<file path="config.mk">
export PLATFORM = sky130hd
export DESIGN_NAME = hazard_forward_ctrl
export DESIGN_NICKNAME = d
export VERILOG_FILES = /design/src/rtl/hazard_forward_ctrl.sv
export SDC_FILE = /design/constraint.sdc
export NUM_CORES = 1
export LEC_CHECK = 0
export ABC_CLOCK_PERIOD_IN_PS = 1800
export CORE_MARGIN = 2
export CORE_UTILIZATION = 42
export CTS_BUF_LIST = sky130_fd_sc_hd__clkbuf_8
export CTS_CLUSTER_DIAMETER = 50
export CTS_CLUSTER_SIZE = 16
export DETAILED_ROUTE_END_ITERATION = 10
export PLACE_DENSITY = 0.81
export SETUP_SLACK_MARGIN = 0.3
export SLEW_MARGIN = 20
export SYNTH_ARGS = -nofsm -noshare
export SYNTH_HDL_FRONTEND = slang
export SYNTH_SLANG_ARGS = --single-unit
</file>
<file path="constraint.sdc">
create_clock -name clk -period 1.8 [get_ports clk]
set_input_delay 0.36 -clock clk [delete_from_list [all_inputs] [get_ports clk]]
set_output_delay 0.36 -clock clk [all_outputs]
set_load 0.1 [all_outputs]
</file>
<file path="src/rtl/hazard_forward_ctrl.sv">
// -----------------------------------------------------------------------------
// hazard_forward_ctrl
//
// Pipeline control for a 4-stage (ID/EX/MEM/WB) datapath. Decodes the ID-stage
// opcode into a control word, carries control words and register addresses
// through the EX/MEM/WB registers, detects load-use hazards and branch
// flushes, and selects the forwarding source for both EX operands.
//
// Control word layout (id_ctrl / ex_ctrl / mem_ctrl / wb_ctrl):
//   [7] regWrite  [6] memRead  [5] memWrite  [4] branch  [3] MemToReg  [2:0] OP
//
// Forward select encoding: 2'b00 none, 2'b01 from WB, 2'b10 from MEM.
//
// Ports:
//   clk             rising-edge clock
//   reset           asynchronous, active-high
//   id_valid        ID stage holds a real instruction
//   id_opcode       opcode of the ID instruction
//   id_rs, id_rt    ID source registers
//   id_rd           ID destination register
//   ex_branch_taken branch in EX resolved taken; squash the instruction in ID
//   id_ctrl         combinational decode of the ID instruction
//   stall           hold PC and IF/ID, insert a bubble into EX
//   ex_ctrl, mem_ctrl, wb_ctrl   registered per-stage control words
//   ex_rd, mem_rd, wb_rd         registered per-stage destination registers
//   fwd_a, fwd_b    forward select for the EX rs / rt operand
// -----------------------------------------------------------------------------
module hazard_forward_ctrl #(
    parameter int REG_ADDR_W = 3
) (
    input  logic                  clk,
    input  logic                  reset,
    input  logic                  id_valid,
    input  logic [2:0]            id_opcode,
    input  logic [REG_ADDR_W-1:0] id_rs,
    input  logic [REG_ADDR_W-1:0] id_rt,
    input  logic [REG_ADDR_W-1:0] id_rd,
    input  logic                  ex_branch_taken,
    output logic [7:0]            id_ctrl,
    output logic                  stall,
    output logic [7:0]            ex_ctrl,
    output logic [7:0]            mem_ctrl,
    output logic [7:0]            wb_ctrl,
    output logic [REG_ADDR_W-1:0] ex_rd,
    output logic [REG_ADDR_W-1:0] mem_rd,
    output logic [REG_ADDR_W-1:0] wb_rd,
    output logic [1:0]            fwd_a,
    output logic [1:0]            fwd_b
);

    typedef enum logic [2:0] {
        AND_OP = 3'd0,
        XOR_OP = 3'd1,
        SHL_OP = 3'd2,
        SHR_OP = 3'd3,
        ADD_OP = 3'd4,
        LW_OP  = 3'd5,
        SW_OP  = 3'd6,
        BR_OP  = 3'd7
    } opcode_t;

    localparam logic [1:0] FORWARD_NONE = 2'b00;
    localparam logic [1:0] FORWARD_WB   = 2'b01;
    localparam logic [1:0] FORWARD_MEM  = 2'b10;

    localparam int REGWRITE = 7;
    localparam int MEMREAD  = 6;
    localparam int MEMWRITE = 5;
    localparam int BRANCH   = 4;
    localparam int MEMTOREG = 3;

    logic [7:0]            r_ex_ctrl, r_mem_ctrl, r_wb_ctrl;
    logic [REG_ADDR_W-1:0] r_ex_rd, r_mem_rd, r_wb_rd;
    logic [REG_ADDR_W-1:0] r_ex_rs, r_ex_rt;

    logic [7:0] w_id_ctrl;
    logic       w_uses_rt;
    logic       w_load_use;
    logic       w_ex_bubble;

    // ID decode
    always_comb begin
        w_id_ctrl = '0;
        if (id_valid) begin
            w_id_ctrl[2:0] = id_opcode;
            case (opcode_t'(id_opcode))
                AND_OP, XOR_OP, SHL_OP, SHR_OP, ADD_OP: w_id_ctrl[REGWRITE] = 1'b1;
                LW_OP: begin
                    w_id_ctrl[REGWRITE] = 1'b1;
                    w_id_ctrl[MEMREAD]  = 1'b1;
                    w_id_ctrl[MEMTOREG] = 1'b1;
                end
                SW_OP:   w_id_ctrl[MEMWRITE] = 1'b1;
                BR_OP:   w_id_ctrl[BRANCH]   = 1'b1;
                default: w_id_ctrl = '0;
            endcase
        end
    end

    // A load only reads its base register; every other opcode reads both.
    assign w_uses_rt  = (id_opcode != LW_OP);
    assign w_load_use = r_ex_ctrl[MEMREAD] && id_valid &&
                        ((r_ex_rd == id_rs) || (w_uses_rt && (r_ex_rd == id_rt)));

    // A taken branch squashes the ID instruction, so any hazard it had is moot.
    assign w_ex_bubble = w_load_use || ex_branch_taken;
    assign stall       = w_load_use && !ex_branch_taken;

    // ID -> EX -> MEM -> WB; MEM and WB never stall
    always_ff @(posedge clk or posedge reset) begin
        if (reset) begin
            r_ex_ctrl  <= '0;
            r_mem_ctrl <= '0;
            r_wb_ctrl  <= '0;
            r_ex_rd    <= '0;
            r_mem_rd   <= '0;
            r_wb_rd    <= '0;
            r_ex_rs    <= '0;
            r_ex_rt    <= '0;
        end else begin
            r_ex_ctrl  <= w_ex_bubble ? 8'h00 : w_id_ctrl;
            r_ex_rd    <= id_rd;
            r_ex_rs    <= id_rs;
            r_ex_rt    <= id_rt;
            r_mem_ctrl <= r_ex_ctrl;
            r_mem_rd   <= r_ex_rd;
            r_wb_ctrl  <= r_mem_ctrl;
            r_wb_rd    <= r_mem_rd;
        end
    end

    // Loaded data is not available in MEM, so a load there never forwards;
    // the load-use stall pushes that case into WB.
    function automatic logic [1:0] fwd_select(input logic [REG_ADDR_W-1:0] src);
        if (r_mem_ctrl[REGWRITE] && !r_mem_ctrl[MEMREAD] && (r_mem_rd == src))
            return FORWARD_MEM;
        else if (r_wb_ctrl[REGWRITE] && (r_wb_rd == src))
            return FORWARD_WB;
        else
            return FORWARD_NONE;
    endfunction

    assign fwd_a    = fwd_select(r_ex_rs);
    assign fwd_b    = fwd_select(r_ex_rt);

    assign id_ctrl  = w_id_ctrl;
    assign ex_ctrl  = r_ex_ctrl;
    assign mem_ctrl = r_mem_ctrl;
    assign wb_ctrl  = r_wb_ctrl;
    assign ex_rd    = r_ex_rd;
    assign mem_rd   = r_mem_rd;
    assign wb_rd    = r_wb_rd;

endmodule

</file>
==> flow_summary.toml, run 1 <==
[synthesis]
primary_flip_flop_cell_chosen_by_synthesis_mapping = "sky130_fd_sc_hd__dfrtp_1"
syn-instance-count = 97
syn_area_sq_um = 1350
yosys_warnings = 0
synth.lib_cells_used.distinct = 19
synth_seq_area_share = 0.667
synth_async_sr_flop_share = 1.00
synth-seq-cells = 36
synth_enable_flop_cells = 0
syn-mean-instance-area_sq_um = 13.9
synthesis.nets = 113

[clock_tree]
cts_max_path_buffers = 2
clkSinkCount = 36
cts.root.buffer_cell = "sky130_fd_sc_hd__clkbuf_8"
numCtsBuffers = 5
number_of_h_tree_levels = 2

[die]
initial_utilization = 0.442
top_level_ports = 62
rows = 20
die_h_microns = 60.7
floorplan.die.width_microns = 60.7

[timing]
endpoint_type = "primary output"
grt_worst_setup_endpoint = "stall"

[run_status]
run.stop_error = "[ERROR DPL-0033] detailed placement checks failed during check placement."
stop_stage = "5_1_grt"
outcome = "stopped before the end"

[grt]
pin_count_of_the_biggest_net_entering_global_routing = 37
number_of_antenna_violations_at_the_first_check_in_global_routing = 0

[placed_design]
port_buffers = 61
hpwlAfterDp_microns = 2810
place.gp.congestion = 0.734
[cell families after synthesis]
logic type	share of synthesized area
compound gates	0.0621
xor+xnor	0.117
buf+inv	0.0639
flops	0.667
simple gates	0.0899
[stage by stage]
stage | cell area [sq um] | worst slack [ns] | hold WS [ns] | cells
after floorplan | 1480 | -0.943 | 0.391 | 97
after global placement | 2660 | -0.288 | 0.417 | 211
after detailed placement | 2660 | -0.380 | 0.421 | 211
after CTS | 2830 | -0.255 | 0.376 | 224
[synthesized netlist by cell type (2+ instances only)]
library cell,number,area [sq um]
sky130_fd_sc_hd__buf_4,4,30.0
sky130_fd_sc_hd__dfrtp_1,36,901
sky130_fd_sc_hd__nand2_1,6,22.5
sky130_fd_sc_hd__a211oi_1,7,52.6
sky130_fd_sc_hd__xnor2_1,9,78.8
sky130_fd_sc_hd__nand4_1,3,18.8
sky130_fd_sc_hd__nor2_1,2,7.51
sky130_fd_sc_hd__nor4_1,2,12.5
sky130_fd_sc_hd__xor2_1,9,78.8
sky130_fd_sc_hd__buf_6,2,22.5
sky130_fd_sc_hd__inv_1,9,33.8
[repair_timing]
action | in CTS
resized for setup | 28
pin swaps | 8
endpoints found under the setup margin | 20
buffers inserted | 5
gates cloned | 0
hold buffers | 0
endpoints found under the hold margin | 0
==> run 2, diff against run 1 <==
==> config.mk (replaced) <==
export PLATFORM = sky130hd
export DESIGN_NAME = hazard_forward_ctrl
export DESIGN_NICKNAME = d
export VERILOG_FILES = /design/src/rtl/hazard_forward_ctrl.sv
export SDC_FILE = /design/constraint.sdc
export NUM_CORES = 1
export LEC_CHECK = 0
export ABC_CLOCK_PERIOD_IN_PS = 1800
export CORE_MARGIN = 2
export CORE_UTILIZATION = 34
export DETAILED_ROUTE_END_ITERATION = 10
export PLACE_DENSITY_LB_ADDON = 0.15
export SLEW_MARGIN = 20
export SYNTH_ARGS = -nofsm -noshare
export SYNTH_HDL_FRONTEND = slang
export SYNTH_SLANG_ARGS = --single-unit
==> flow_summary.toml, run 2 <==
[timing]
post_route_fraction_of_the_period_consumed_by_the_critical_path = 1.11
max-slew-margin-rel = 0.709
rsz_0062_raised_after_global_routing = "yes"
max_slew_vio_count = 0
final.setup_skew_ns = 0.00357
tightestPinTransition_ns = 0.436
finalHoldViolCount = 0
achievable-frequency_mhz = 502
finalWorstPathRequiredPeriod_ns = 1.99
setup-violations-final = 5
worst_slack_ns = -0.193

[layout]
nNetsFinal = 197
mostFrequentLayoutCells = "sky130_fd_sc_hd__buf_12, sky130_fd_sc_hd__dfrtp_1, sky130_fd_sc_hd__buf_4"
sequential_area_sq_um = 930
num-fill-cells = 214
layout.cells.most_common = "sky130_fd_sc_hd__buf_12"
multi_input_area_sq_um = 538
area.growth.synth_to_final_pct = 114
share_of_post_route_cells_with_drive_strength_above_1 = 0.577
diodes_inserted = 0

[synthesis]
synthesis.nets = 113
synth.largest_area_cell = "sky130_fd_sc_hd__dfrtp_1"
synthDominantCellAreaShare = 0.667
yosysMostFrequentCell = "sky130_fd_sc_hd__dfrtp_1"
syn-instance-count = 97
ys_top_cells_by_area = "sky130_fd_sc_hd__dfrtp_1, sky130_fd_sc_hd__xnor2_1, sky130_fd_sc_hd__xor2_1"
synth_seq_area_share = 0.667
synth_enable_flop_cells = 0
syn_area_sq_um = 1350
synth_async_sr_flop_share = 1.00
synth_commonest_cells = "sky130_fd_sc_hd__dfrtp_1, sky130_fd_sc_hd__inv_1, sky130_fd_sc_hd__xnor2_1, sky130_fd_sc_hd__xor2_1, sky130_fd_sc_hd__a211oi_1"
syn-mean-instance-area_sq_um = 13.9
synth-seq-cells = 36
primary_flip_flop_cell_chosen_by_synthesis_mapping = "sky130_fd_sc_hd__dfrtp_1"
yosys_warnings = 0
synth.lib_cells_used.distinct = 19

[grt]
number_of_antenna_violations_at_the_first_check_in_global_routing = 0
pin_count_of_the_biggest_net_entering_global_routing = 37
via_count_of_the_first_global_routing_pass = 1085
global_route_wire_length_before_repair_microns = 5260
grt.overflow.total = 0
total_routing_usage_gr = 0.164

[critical_path]
timing.critical_path.buf_inv = 2
setup.reg_to_reg.worst_slack_ns = 0.28
cpLargestDelayFamily = "flip-flops"
critical-path-max-stage-delay_ns = 0.49
r2r_depth = 5
regToRegEndpoint = "ex_ctrl[1]"
arrival_ns = 1.63
crit_path_end_kind = "output port"
regToRegStartpoint = "ex_rd[1]"
worst-path-max-fanout = 3
critical_path_slowest_stage_cell = "sky130_fd_sc_hd__dfrtp_4"
setup.worst_path.start_class = "register"
worst_ep_required_time_ns = 1.44
critical_path_class = "reg -> out"
path_cells = "buf_6, xnor2_4, and3_4, o211a_4, buf_12"

[die]
floorplan.die.width_microns = 67.0
dieArea_sq_um = 4490
rows = 22
top_level_ports = 62
initial_utilization = 0.361
floorplan.core_area_sq_um = 3740
die_h_microns = 67.0

[run_status]
outcome = "complete, but fails checks"
violations = "setup timing"

[pwr]
totalPowerFinal_mw = 2.04
ir_worst_vdd_mv = 0.421
powerDensity_nw_per_um2 = 706
cellLeakagePower_nw = 1.30

[clock_tree]
cts_hold_buffers = 0
cts.root.buffer_cell = "sky130_fd_sc_hd__clkbuf_8"
clkSlewWorstSetupHoldPaths_ns = 0.06
clock_tree_from_tritoncts = "built"
number_of_h_tree_levels = 2
numCtsBuffers = 5
clkSinkCount = 36
cts_max_path_buffers = 2
worst_skew_pair.late_latency_ns = 0.28

[detailed_routing]
initialDrtViolationCount = 28
detail_route.wirelength_microns = 3360
via_count = 1018
routed_via_density = 4.43
drt_drc_violations_left = 0
dr.pass1.iters = 3
avgRoutedWirePerCell_microns = 14.6
antenna_violating_nets_post_route = 0

[worst_hold_path]
min-delay-path-class = "in -> reg"
holdCritStartpoint = "id_rs[1]"
count_of_cells_along_the_worst_hold_path = 1
worst_hold_path.endpoint = "r_ex_rs[1]"

[placed_design]
hpwlAfterDp_microns = 2560
place.gp.congestion = 0.738
port_buffers = 61
dp_worst_setup_slack_ns = -0.322

[job]
drv_cap = 0
run 2: cell counts after synthesis:
Identical to the previous run, type by type.
run 2: logic make-up after synthesis:
logic type | count (synthesis) | share of synthesized area
flip-flops | 36 | 0.667
buffers and inverters | 15 | 0.0639
XOR/XNOR | 18 | 0.117
AND/OR/NAND/NOR | 19 | 0.0899
AO/OA/AOI/OAI | 9 | 0.0621
run 2: worst max path at each step:
stage	from	to	slack [ns]	cells after the start
2_1_floorplan	mem_rd[1]	fwd_a[0]	-0.94	3
3_3_place_gp	id_opcode[1]	stall	-0.27	5
3_5_place_dp	id_opcode[1]	stall	-0.32	5
4_1_cts	ex_rd[1]	stall	-0.23	4
5_1_grt	id_rs[0]	stall	-0.25	5
6_report	ex_rd[1]	stall	-0.19	5
run 2: worst register-to-register path, delay by kind of cell (launching register included):
family                    cells  cell delay, ns
AOI/OAI and AO/OA             2            0.52
DFF                           1            0.49
xor gates and xnor gates      1            0.12
buffers and inverters         2            0.28
run 2: area by class of cell:
cell class / instances / area share
timing repair buffer: 83 / 0.429
clock inverter: 1 / 0.00174
multi-input combinational: 46 / 0.187
clock buffer: 7 / 0.0265
sequential: 36 / 0.322
tap: 48 / 0.0208
inverter: 9 / 0.0130
run 2: routing by layer:
layer / vias up / share of wire / track usage
met4: 0 / 0.017 / 0.0689
li1: 480 / - / -
met2: 44 / 0.55 / 0.276
met1: 488 / 0.36 / 0.192
met3: 6 / 0.073 / 0.0524
met5: - / 0 / 0
run 2: where the power goes:
group          switching, mW  total [mW]  internal (mW)
Combinational          0.383       0.624          0.241
Sequential            0.0448       0.891          0.846
Clock                  0.251       0.522          0.271
Total                  0.679        2.04           1.36
run 2: metrics by stage:
stage	utilization	cells	hold slack [ns]	setup TNS [ns]	area, sq um
after detailed placement	0.702	212	0.418	-0.756	2630
final	0.770	230	0.352	-0.663	2880
after CTS	0.745	226	0.383	-0.840	2790
after floorplan	-	97	0.391	-3.29	1470
after global placement	0.702	212	0.414	-0.579	2630
after global routing	0.770	230	0.344	-0.955	2880
run 2: what timing repair did:
action,4_1_cts,5_1_grt
buffers inserted,6,4
gates resized for setup,15,9
pin swaps,7,6
gates cloned,0,0
endpoints found under the setup margin,9,5
No activity file was read; power rests on OpenSTA's default activity.
==> run 3, diff against run 2 <==
--- a/config.mk
+++ b/config.mk
@@ -6,9 +6,12 @@
 export NUM_CORES = 1
 export LEC_CHECK = 0
 export ABC_CLOCK_PERIOD_IN_PS = 1800
+export CELL_PAD_IN_SITES_DETAIL_PLACEMENT = 0
+export CELL_PAD_IN_SITES_GLOBAL_PLACEMENT = 2
 export CORE_MARGIN = 2
-export CORE_UTILIZATION = 34
+export CORE_UTILIZATION = 25
 export DETAILED_ROUTE_END_ITERATION = 10
+export GPL_ROUTABILITY_DRIVEN = 0
 export PLACE_DENSITY_LB_ADDON = 0.15
 export SLEW_MARGIN = 20
 export SYNTH_ARGS = -nofsm -noshare
==> flow_summary.toml, run 3 (synthesized netlist as in run 2, its figures left out) <==
[run_status]
outcome = "complete, but fails checks"
violations = "setup timing"

[worst_hold_path]
count_of_cells_along_the_worst_hold_path = 1
holdCritStartpoint = "id_rt[0]"
worst_hold_path.endpoint = "r_ex_rt[0]"
min-delay-path-class = "in -> reg"

[timing]
worst_slack_ns = -0.198
setup-violations-final = 5
final.setup_skew_ns = 0.00411
rsz_0062_raised_after_global_routing = "yes"
totalNegativeSetupSlack_ns = -0.659
max_slew_vio_count = 0
tightestPinTransition_ns = 0.449
achievable-frequency_mhz = 501
finalHoldWorstSlack_ns = 0.384
finalHoldViolCount = 0
post_route_fraction_of_the_period_consumed_by_the_critical_path = 1.11
finalWorstPathRequiredPeriod_ns = 2.00
max-slew-margin-rel = 0.700

[detailed_routing]
avgRoutedWirePerCell_microns = 12.8
initialDrtViolationCount = 33
routed_via_density = 3.99
detail_route.wirelength_microns = 3200
drt_drc_violations_left = 0
via_count = 998
antenna_violating_nets_post_route = 0
dr.pass1.iters = 4

[layout]
mostFrequentLayoutCells = "sky130_fd_sc_hd__buf_12, sky130_fd_sc_hd__dfrtp_1, sky130_fd_sc_hd__buf_4"
share_of_post_route_cells_with_drive_strength_above_1 = 0.561
layout.core_utilization = 0.550
layout.cells.most_common = "sky130_fd_sc_hd__buf_12"
area.growth.synth_to_final_pct = 111
nNetsFinal = 195
diodes_inserted = 0

[pwr]
combinationalPowerShare = 0.291
power_report.internal_total_mw = 1.38
p_switching_mw = 0.673
totalPowerFinal_mw = 2.06
ir_worst_vdd_mv = 0.282
cellLeakagePower_nw = 1.26
clock_power_share = 0.277
seq_power_share = 0.432
fraction_of_power_spent_switching_nets = 0.327
powerDensity_nw_per_um2 = 723

[die]
die_h_microns = 77.5
floorplan.die.width_microns = 77.5
initial_utilization = 0.261
top_level_ports = 62
dieArea_sq_um = 6000
floorplan.core_area_sq_um = 5170
rows = 26

[clock_tree]
clkSlewWorstSetupHoldPaths_ns = 0.07
cts_hold_buffers = 0
cts_max_path_buffers = 2
cts.root.buffer_cell = "sky130_fd_sc_hd__clkbuf_8"
worst_skew_pair.late_latency_ns = 0.28
numCtsBuffers = 5
clkSinkCount = 36
number_of_h_tree_levels = 2
clock_tree_from_tritoncts = "built"

[grt]
number_of_antenna_violations_at_the_first_check_in_global_routing = 0
total_routing_usage_gr = 0.119
via_count_of_the_first_global_routing_pass = 1111
pin_count_of_the_biggest_net_entering_global_routing = 37
global_route_wire_length_before_repair_microns = 5520
grt.overflow.total = 0

[placed_design]
hpwlAfterDp_microns = 2510
port_buffers = 61

[critical_path]
crit_path_end_kind = "output port"
arrival_ns = 1.64
setup.worst_path.start_class = "register"
regToRegEndpoint = "ex_ctrl[2]"
setup.reg_to_reg.worst_slack_ns = 0.30
worst_ep_required_time_ns = 1.44
regToRegStartpoint = "ex_rd[1]"
critical_path_class = "reg -> out"
r2r_depth = 5
worst-path-max-fanout = 3

[job]
drv_cap = 0
==> run 3: cell count changes in the layout (fill, tap and decap cells not counted), sizes merged <==
| cell | change |
|---|---|
| buf | -2 |
| dlymetal6s2s | -1 |
| clkinv | -1 |
| clkdlybuf4s50 | +1 |
| clkbuf | +1 |
==> run 3: cell type report <==
class | instances | area [sq um]
Multi-Input combinational cell | 46 | 484
Timing Repair Buffer | 81 | 1220
Clock buffer | 8 | 90.1
Fill cell | 431 | 2330
Inverter | 9 | 37.5
Sequential cell | 36 | 930
Tap cell | 70 | 87.6
==> run 3: how the worst max path moves through the flow <==
stage	slack, ns	endpoint	depth (start not counted)	start
2_1_floorplan	-0.94	fwd_a[0]	3	mem_rd[1]
3_3_place_gp	-0.30	stall	5	id_opcode[1]
3_5_place_dp	-0.33	stall	5	id_opcode[1]
4_1_cts	-0.24	stall	4	ex_rd[2]
5_1_grt	-0.26	stall	4	ex_rd[1]
6_report	-0.20	stall	4	ex_rd[1]
==> run 3: worst max-delay path: stages, from the launching register on <==
cell,delay [ns]
sky130_fd_sc_hd__dfrtp_4,0.50
sky130_fd_sc_hd__xor2_2,0.17
sky130_fd_sc_hd__nor4_4,0.32
sky130_fd_sc_hd__o211a_4,0.20
sky130_fd_sc_hd__buf_12,0.17
==> run 3: what timing repair did <==
item,4_1_cts,5_1_grt
pin swaps,8,4
gates resized for setup,13,3
setup endpoints to repair,9,5
setup buffers,4,3
==> run 3: stage by stage <==
step | area, sq um | setup slack, ns | std cells
2_1_floorplan | 1470 | -0.943 | 97
3_3_place_gp | 2660 | -0.296 | 235
3_5_place_dp | 2660 | -0.331 | 235
4_1_cts | 2810 | -0.243 | 247
5_1_grt | 2850 | -0.261 | 250
6_report | 2850 | -0.198 | 250
==> run 3: routing by layer <==
metal,track usage,wire length [microns],part of all wire,vias to the layer above
li1,-,-,-,476
met1,0.136,1220,0.38,476
met2,0.196,1740,0.54,41
met3,0.0419,174,0.054,5
met4,0.0643,69,0.022,0
met5,0,0,0,-
==> run 3: power groups by stage <==
| stage | clock [mW] | sequential [mW] | combinational, mW |
|---|---|---|---|
| 6_report | 0.571 | 0.890 | 0.598 |
| 5_1_grt | 0.626 | 0.894 | 0.622 |
| 4_1_cts | 0.599 | 0.891 | 0.596 |
| 3_5_place_dp | 0 | 0.906 | 0.587 |
| 3_3_place_gp | 0 | 0.905 | 0.585 |
| 2_1_floorplan | 0 | 1.07 | 0.173 |
